## src/rtl/gsim_pkg.sv

```systemverilog
// Shared types and sizing for the Gauss-Seidel sequencer.
package gsim_pkg;

    localparam int unsigned N       = 16;
    localparam int unsigned N_HALF  = N / 2;
    localparam int unsigned ROW_W   = 4;
    localparam int unsigned SLOT_W  = 3;
    localparam int unsigned SWEEP_W = 7;

    typedef enum logic [2:0] {
        ST_IDLE,
        ST_LOAD,
        ST_CALC,
        ST_DRAIN,
        ST_OUT
    } state_e;

    // One PE issue slot as it travels down the writeback delay line.
    typedef struct packed {
        logic             issue;
        logic [ROW_W-1:0] row0;
        logic [ROW_W-1:0] row1;
    } wb_slot_t;

endpackage

```

## src/rtl/gsim_sched_if.sv

```systemverilog
// Handshake, b/x buffer and PE control bundle of the solver sequencer.
interface gsim_sched_if;
    import gsim_pkg::*;

    logic               in_en;
    logic               b_we;
    logic [ROW_W-1:0]   b_addr;
    logic               pe_issue;
    logic [ROW_W-1:0]   pe_row0;
    logic [ROW_W-1:0]   pe_row1;
    logic               x_we;
    logic [ROW_W-1:0]   x_waddr0;
    logic [ROW_W-1:0]   x_waddr1;
    logic [SWEEP_W-1:0] sweep_cnt;
    logic               out_valid;
    logic [ROW_W-1:0]   out_addr;
    logic               busy;

    modport slave (
        input  in_en,
        output b_we, b_addr, pe_issue, pe_row0, pe_row1,
        output x_we, x_waddr0, x_waddr1, sweep_cnt, out_valid, out_addr, busy
    );

    modport master (
        output in_en,
        input  b_we, b_addr, pe_issue, pe_row0, pe_row1,
        input  x_we, x_waddr0, x_waddr1, sweep_cnt, out_valid, out_addr, busy
    );

endinterface

```

## src/rtl/gsim_wb_delay.sv

```systemverilog
// PE_LAT-deep shift register aligning issue slots with PE results.
module gsim_wb_delay
    import gsim_pkg::*;
#(
    parameter int unsigned PE_LAT = 2
) (
    input  logic     clk,
    input  logic     rst_n,
    input  wb_slot_t slot_i,
    output wb_slot_t slot_o
);

    wb_slot_t [PE_LAT-1:0] pipe_q;
    wb_slot_t [PE_LAT-1:0] pipe_d;

    always_comb begin
        pipe_d    = pipe_q;
        pipe_d[0] = slot_i;
        for (int i = 1; i < int'(PE_LAT); i++) begin
            pipe_d[i] = pipe_q[i-1];
        end
    end

    always_ff @(posedge clk or negedge rst_n) begin
        if (!rst_n) begin
            pipe_q <= '0;
        end else begin
            pipe_q <= pipe_d;
        end
    end

    assign slot_o = pipe_q[PE_LAT-1];

endmodule

```

## src/rtl/gsim_sched.sv

```systemverilog
// Gauss-Seidel sequencer: loads b, runs NR_ITER sweeps over two PEs, streams x out.
module gsim_sched
    import gsim_pkg::*;
#(
    parameter int unsigned NR_ITER = 84,
    parameter int unsigned PE_LAT  = 2
) (
    input  logic         clk,
    input  logic         rst_n,
    gsim_sched_if.slave  bus
);

    localparam int unsigned          DRN_W     = (PE_LAT > 1) ? $clog2(PE_LAT) : 1;
    localparam logic [DRN_W-1:0]     DRN_LAST  = DRN_W'(PE_LAT - 1);
    localparam logic [SWEEP_W-1:0]   SWEEP_END = SWEEP_W'(NR_ITER);
    localparam logic [ROW_W-1:0]     IDX_LAST  = ROW_W'(N - 1);
    localparam logic [SLOT_W-1:0]    SLOT_LAST = SLOT_W'(N_HALF - 1);

    state_e             state_q, state_d;
    logic [ROW_W-1:0]   ld_cnt_q, ld_cnt_d;
    logic [ROW_W-1:0]   out_cnt_q, out_cnt_d;
    logic [SLOT_W-1:0]  slot_q, slot_d;
    logic [DRN_W-1:0]   drn_q, drn_d;
    logic [SWEEP_W-1:0] sweep_q, sweep_d;
    logic               pe_issue_q, pe_issue_d;
    logic [ROW_W-1:0]   pe_row0_q, pe_row0_d;
    logic [ROW_W-1:0]   pe_row1_q, pe_row1_d;
    logic               out_valid_q, out_valid_d;
    logic [ROW_W-1:0]   out_addr_q, out_addr_d;
    logic               busy_q, busy_d;
    logic               b_we_c;
    logic [ROW_W-1:0]   b_addr_c;
    wb_slot_t           wb_in, wb_out;

    // Next state, counters and lookahead for the registered outputs.
    always_comb begin
        state_d   = state_q;
        ld_cnt_d  = ld_cnt_q;
        out_cnt_d = out_cnt_q;
        slot_d    = slot_q;
        drn_d     = drn_q;
        sweep_d   = sweep_q;
        b_we_c    = 1'b0;
        b_addr_c  = '0;

        case (state_q)
            ST_IDLE: begin
                b_we_c = bus.in_en;
                if (bus.in_en) begin
                    state_d  = ST_LOAD;
                    ld_cnt_d = ROW_W'(1);
                end
            end
            ST_LOAD: begin
                b_we_c   = bus.in_en;
                b_addr_c = ld_cnt_q;
                if (bus.in_en) begin
                    if (ld_cnt_q == IDX_LAST) begin
                        state_d = ST_CALC;
                        slot_d  = '0;
                    end else begin
                        ld_cnt_d = ld_cnt_q + ROW_W'(1);
                    end
                end
            end
            ST_CALC: begin
                if (slot_q == SLOT_LAST) begin
                    state_d = ST_DRAIN;
                    drn_d   = '0;
                    if (DRN_LAST == '0) begin
                        sweep_d = sweep_q + SWEEP_W'(1);
                    end
                end else begin
                    slot_d = slot_q + SLOT_W'(1);
                end
            end
            ST_DRAIN: begin
                if (drn_q == DRN_LAST) begin
                    if (sweep_q == SWEEP_END) begin
                        state_d   = ST_OUT;
                        out_cnt_d = '0;
                    end else begin
                        state_d = ST_CALC;
                        slot_d  = '0;
                    end
                end else begin
                    drn_d = drn_q + DRN_W'(1);
                    // Count lands on the final drain cycle, where the last writeback lands.
                    if (drn_d == DRN_LAST) begin
                        sweep_d = sweep_q + SWEEP_W'(1);
                    end
                end
            end
            ST_OUT: begin
                if (out_cnt_q == IDX_LAST) begin
                    state_d  = ST_IDLE;
                    sweep_d  = '0;
                    ld_cnt_d = '0;
                end else begin
                    out_cnt_d = out_cnt_q + ROW_W'(1);
                end
            end
            default: begin
                state_d = ST_IDLE;
            end
        endcase

        pe_issue_d  = (state_d == ST_CALC);
        pe_row0_d   = pe_issue_d ? ROW_W'(slot_d) : '0;
        pe_row1_d   = pe_issue_d ? (ROW_W'(slot_d) + ROW_W'(N_HALF)) : '0;
        out_valid_d = (state_d == ST_OUT);
        out_addr_d  = out_valid_d ? out_cnt_d : '0;
        busy_d      = (state_d != ST_IDLE);
    end

    always_ff @(posedge clk or negedge rst_n) begin
        if (!rst_n) begin
            state_q     <= ST_IDLE;
            ld_cnt_q    <= '0;
            out_cnt_q   <= '0;
            slot_q      <= '0;
            drn_q       <= '0;
            sweep_q     <= '0;
            pe_issue_q  <= 1'b0;
            pe_row0_q   <= '0;
            pe_row1_q   <= '0;
            out_valid_q <= 1'b0;
            out_addr_q  <= '0;
            busy_q      <= 1'b0;
        end else begin
            state_q     <= state_d;
            ld_cnt_q    <= ld_cnt_d;
            out_cnt_q   <= out_cnt_d;
            slot_q      <= slot_d;
            drn_q       <= drn_d;
            sweep_q     <= sweep_d;
            pe_issue_q  <= pe_issue_d;
            pe_row0_q   <= pe_row0_d;
            pe_row1_q   <= pe_row1_d;
            out_valid_q <= out_valid_d;
            out_addr_q  <= out_addr_d;
            busy_q      <= busy_d;
        end
    end

    assign wb_in = '{issue: pe_issue_q, row0: pe_row0_q, row1: pe_row1_q};

    gsim_wb_delay #(
        .PE_LAT (PE_LAT)
    ) u_wb_delay (
        .clk    (clk),
        .rst_n  (rst_n),
        .slot_i (wb_in),
        .slot_o (wb_out)
    );

    assign bus.b_we      = b_we_c;
    assign bus.b_addr    = b_addr_c;
    assign bus.pe_issue  = pe_issue_q;
    assign bus.pe_row0   = pe_row0_q;
    assign bus.pe_row1   = pe_row1_q;
    assign bus.x_we      = wb_out.issue;
    assign bus.x_waddr0  = wb_out.row0;
    assign bus.x_waddr1  = wb_out.row1;
    assign bus.sweep_cnt = sweep_q;
    assign bus.out_valid = out_valid_q;
    assign bus.out_addr  = out_addr_q;
    assign bus.busy      = busy_q;

endmodule

```

## src/flat_wrapper.sv

```systemverilog
// flat-port wrapper written by rule: the top's interface ports become plain ports
module gsim_sched_flat import gsim_pkg::*;
#(
    parameter int unsigned NR_ITER = 84,
    parameter int unsigned PE_LAT  = 2
)
  (clk, rst_n, bus_in_en, bus_b_we, bus_b_addr, bus_pe_issue, bus_pe_row0, bus_pe_row1, bus_x_we, bus_x_waddr0, bus_x_waddr1, bus_sweep_cnt, bus_out_valid, bus_out_addr, bus_busy);
  gsim_sched_if bus_i ();
  input  logic clk;
  input  logic rst_n;
  input wire logic [$bits(bus_i.in_en)-1:0] bus_in_en;
  output wire logic [$bits(bus_i.b_we)-1:0] bus_b_we;
  output wire logic [$bits(bus_i.b_addr)-1:0] bus_b_addr;
  output wire logic [$bits(bus_i.pe_issue)-1:0] bus_pe_issue;
  output wire logic [$bits(bus_i.pe_row0)-1:0] bus_pe_row0;
  output wire logic [$bits(bus_i.pe_row1)-1:0] bus_pe_row1;
  output wire logic [$bits(bus_i.x_we)-1:0] bus_x_we;
  output wire logic [$bits(bus_i.x_waddr0)-1:0] bus_x_waddr0;
  output wire logic [$bits(bus_i.x_waddr1)-1:0] bus_x_waddr1;
  output wire logic [$bits(bus_i.sweep_cnt)-1:0] bus_sweep_cnt;
  output wire logic [$bits(bus_i.out_valid)-1:0] bus_out_valid;
  output wire logic [$bits(bus_i.out_addr)-1:0] bus_out_addr;
  output wire logic [$bits(bus_i.busy)-1:0] bus_busy;
  assign bus_i.in_en = bus_in_en;
  assign bus_b_we = bus_i.b_we;
  assign bus_b_addr = bus_i.b_addr;
  assign bus_pe_issue = bus_i.pe_issue;
  assign bus_pe_row0 = bus_i.pe_row0;
  assign bus_pe_row1 = bus_i.pe_row1;
  assign bus_x_we = bus_i.x_we;
  assign bus_x_waddr0 = bus_i.x_waddr0;
  assign bus_x_waddr1 = bus_i.x_waddr1;
  assign bus_sweep_cnt = bus_i.sweep_cnt;
  assign bus_out_valid = bus_i.out_valid;
  assign bus_out_addr = bus_i.out_addr;
  assign bus_busy = bus_i.busy;
  gsim_sched #(.NR_ITER(NR_ITER), .PE_LAT(PE_LAT)) u_core (.clk(clk), .rst_n(rst_n), .bus(bus_i));
endmodule
```

## config.mk

```make
export PLATFORM = sky130hd
export DESIGN_NAME = gsim_sched_flat
export DESIGN_NICKNAME = d
export VERILOG_FILES = /design/src/rtl/gsim_pkg.sv /design/src/rtl/gsim_sched_if.sv /design/src/rtl/gsim_wb_delay.sv /design/src/rtl/gsim_sched.sv /design/src/flat_wrapper.sv
export SDC_FILE = /design/constraint.sdc
export NUM_CORES = 1
export LEC_CHECK = 0
export CORE_ASPECT_RATIO = 0.75
export CORE_MARGIN = 2
export CORE_UTILIZATION = 52
export DETAILED_ROUTE_END_ITERATION = 10
export GPL_ROUTABILITY_DRIVEN = 0
export HOLD_SLACK_MARGIN = 0.08
export PLACE_DENSITY = 0.77
export SLEW_MARGIN = 20
export SYNTH_ARGS = -nofsm -noshare
export SYNTH_HDL_FRONTEND = slang
export SYNTH_HIERARCHICAL = 1
export SYNTH_SLANG_ARGS = --single-unit
```

## constraint.sdc

```tcl
create_clock -name clk -period 2 [get_ports clk]
set_input_delay 0.4 -clock clk [delete_from_list [all_inputs] [get_ports clk]]
set_output_delay 0.4 -clock clk [all_outputs]
set_load 0.05 [all_outputs]
```

==> metrics <==
status=finished clean; P_int=2.10 mW; r2r worst-path depth=5; drt total wl=4.39 mm; post-route cell area=2780 µm²; Yosys reg bits=50; Mapped Cells=180; Max-slew headroom=0.658; Final Max Tran Viols=0; DP Area=2620 µm²; Register Area=1260 µm²; setup TNS=0 ns; Final ANT Viol Nets=0; DRC viols=0; first-pass GRT wire length=7.42 mm; Worst EP arrival=1.54 ns; WP data required=1.60 ns; Pre-antenna DRT Iters=4; Reg-to-Reg Start=u_core/ld_cnt_q[1]; cell count along the critical path=1; CP endpoint=bus_sweep_cnt[6]; Final Hold Violating Endpoints=0; clk_lat worst skew=0.31 ns; Die H=59.1 µm; Num CTS Buffers=5; IO buf count=37; # nets final=241; Net Switching=1.45 mW; # IOs=39; Inst Count DP=273; crit path cell chain=clkdlybuf4s50_1; Critical Path Sink Type=primary output; layout cells sized above 1=0.214; DR iter-0 viols=89; Initial Util=0.557; Multi-input gate area=756 µm²; Syn-to-layout area delta=32.0%; share of synthesized registers carrying an async set or reset=1.00; final std cells w/o fill=286; pre-CTS setup slack=-0.127 ns; Seq/Total Area, Yosys=0.595; max incr delay on CP=0.82 ns; final period utilization=0.972; GRT Util Overall=0.212; Clock Power Share=0.168; fillers=243; Max-Cap Viols=0; combinational share of power=0.440; post-layout util=0.735; final setup violation count=0; clock slew at reported path FFs=0.09 ns; HP Class=flop to flop; Remaining Overflow, GRT=0; register share of total power=0.392; FF-to-FF setup slack=0.09 ns; CP Class=flop to primary output; Top delay family on crit path=buffers and inverters; vias in the first global route=1,540; CTS tree=done; total power draw=3.55 mW; Synth Warn #=6; slowest CP cell=clkdlybuf4s50_1; Die W=77.5 µm; Power Density=1280 nW/µm²; htree depth=2; routed via count=1,551; switching share of power=0.407; final setup skew=0.00938 ns; die area=4580 µm²; maximum VDD drop=1.06 mV; largest net degree at the start of global routing=19; reg2reg end=u_core/bus.pe_row1[2]; drt wl/cell=15.4 µm; Syn Area/Cell=11.7 µm²; Worst-Margin Slew=0.512 ns; CP bufs+invs=1; hold slack final=0.354 ns; Cell variety after synth=42; CORE AREA=3780 µm²; Clock Path Buffers=2; worst setup margin=0.0567 ns; crit path launch=u_core/bus.sweep_cnt[6]; leakage dissipation=1.36 nW; clock sinks=50; top_reg_cell synth=dfrtp_1; initial antenna violation count=0; fin crit period=1.94 ns; f_max=515 MHz; synthesized area=2100 µm²; DP HPWL=3.21 mm; critical path startpoint category=flop; root buf cell=clkbuf_8; Cell Rows=19; Avg Vias per Cell=5.42; ant diodes=0; CP Max Fanout=4; EDFF count, synth=0
worst min path at each step:
stage,startpoint,end,slack (ns),cells past startpoint
5_1_grt,u_core/u_wb_delay/pipe_d[14],u_core/u_wb_delay/slot_o[5],0.38,0
2_1_floorplan,rst_n,u_core/bus.busy,0.10,0
3_3_place_gp,rst_n,u_core/bus.out_valid,0.33,1
4_1_cts,u_core/u_wb_delay/pipe_d[9],u_core/u_wb_delay/slot_o[0],0.36,0
3_5_place_dp,u_core/u_wb_delay/pipe_d[9],u_core/u_wb_delay/slot_o[0],0.33,0
6_report,u_core/u_wb_delay/pipe_d[9],u_core/u_wb_delay/slot_o[0],0.35,0
Yosys cell counts (4+ instances only):
| cell | number | share of area |
|---|---|---|
| dfrtp_1 | 50 | 0.59 |
| nor2_1 | 14 | 0.025 |
| inv_1 | 11 | 0.020 |
| a21oi_1 | 9 | 0.021 |
| and2_1 | 6 | 0.018 |
| buf_4 | 6 | 0.021 |
| or3_1 | 6 | 0.018 |
| ha_1 | 5 | 0.030 |
| nand2_1 | 5 | 0.0089 |
| nor3_1 | 5 | 0.012 |
| o21ai_1 | 5 | 0.012 |
| buf_2 | 4 | 0.0095 |
| nor2b_1 | 4 | 0.012 |
cell type report:
cell class                      count  share of cell area
Tap cell                           52              0.0234
Clock inverter                      3             0.00856
Multi-Input combinational cell    109               0.272
Clock buffer                        5              0.0248
Timing Repair Buffer               56               0.204
Sequential cell                    50               0.452
Inverter                           11              0.0149
metal layers:
metal | vias to the layer above | track usage | routed length, µm
li1 | 731 | - | -
met3 | 4 | 0.0534 | 226
met5 | - | 0 | 0
met1 | 764 | 0.281 | 1980
met2 | 52 | 0.355 | 2140
met4 | 0 | 0.0612 | 47
registers in the layout, indices dropped and copies added (netlist names), 3 cells and up:
signal                    cells
u_core/bus.out_addr           4
u_core/ld_cnt_q               4
u_core/bus.sweep_cnt          7
u_core/u_wb_delay/slot_o      9
u_core/slot_q                 3
u_core/out_cnt_q              4
u_core/u_wb_delay/pipe_d      9
u_core/state_q                3
u_core/bus.pe_row1            3
power groups by stage:
stage	Combinational [mW]	Sequential, mW	Clock, mW
floorplan	0.664	1.67	0
global placement	1.47	1.40	0
detailed placement	1.51	1.42	0
CTS	1.51	1.41	0.605
global route	1.66	1.42	0.659
finish	1.56	1.39	0.596
cells by family after synthesis:
kind of cell,count (synthesis),share of synthesized area
muxes,4,0.0262
and+or+nand+nor,63,0.178
other,1,0.00178
AOI/OAI and AO/OA,34,0.112
DFF,50,0.595
adders and majority gates,5,0.0297
xor gates and xnor gates,1,0.00416
buffers and inverters,22,0.0529
repair_timing:
action,in CTS,in global routing
endpoints found under the hold margin,16,0
endpoints found under the setup margin,5,15
gates resized for setup,2,10
hold buffers,1,0
pin swaps,0,1
setup buffers,0,4
placed cells by master (no fill, tap or decap), types with 2 or more instances in the layout:
| cell | n |
|---|---|
| dfrtp_1 | 46 |
| clkdlybuf4s50_1 | 23 |
| buf_4 | 20 |
| nor2_1 | 13 |
| inv_1 | 11 |
| a21oi_1 | 9 |
| and2_1 | 6 |
| or3_1 | 6 |
| clkbuf_8 | 5 |
| dlymetal6s2s_1 | 5 |
| buf_12 | 5 |
| nand2_1 | 5 |
| o21ai_1 | 5 |
| nor3_1 | 4 |
| nor2b_1 | 4 |
| ha_1 | 4 |
| dfrtp_2 | 4 |
| a21o_1 | 3 |
| nor3b_1 | 3 |
| and4_1 | 3 |
| o21ai_0 | 3 |
| nand3_1 | 3 |
| a31oi_1 | 3 |
| nand4_1 | 3 |
| a211oi_1 | 3 |
| clkinvlp_4 | 2 |
| and3_1 | 2 |
| nand3b_1 | 2 |
| a311oi_1 | 2 |
| a31o_2 | 2 |
| mux2_2 | 2 |
| conb_1 | 2 |
(Power assumes the default switching activity.)
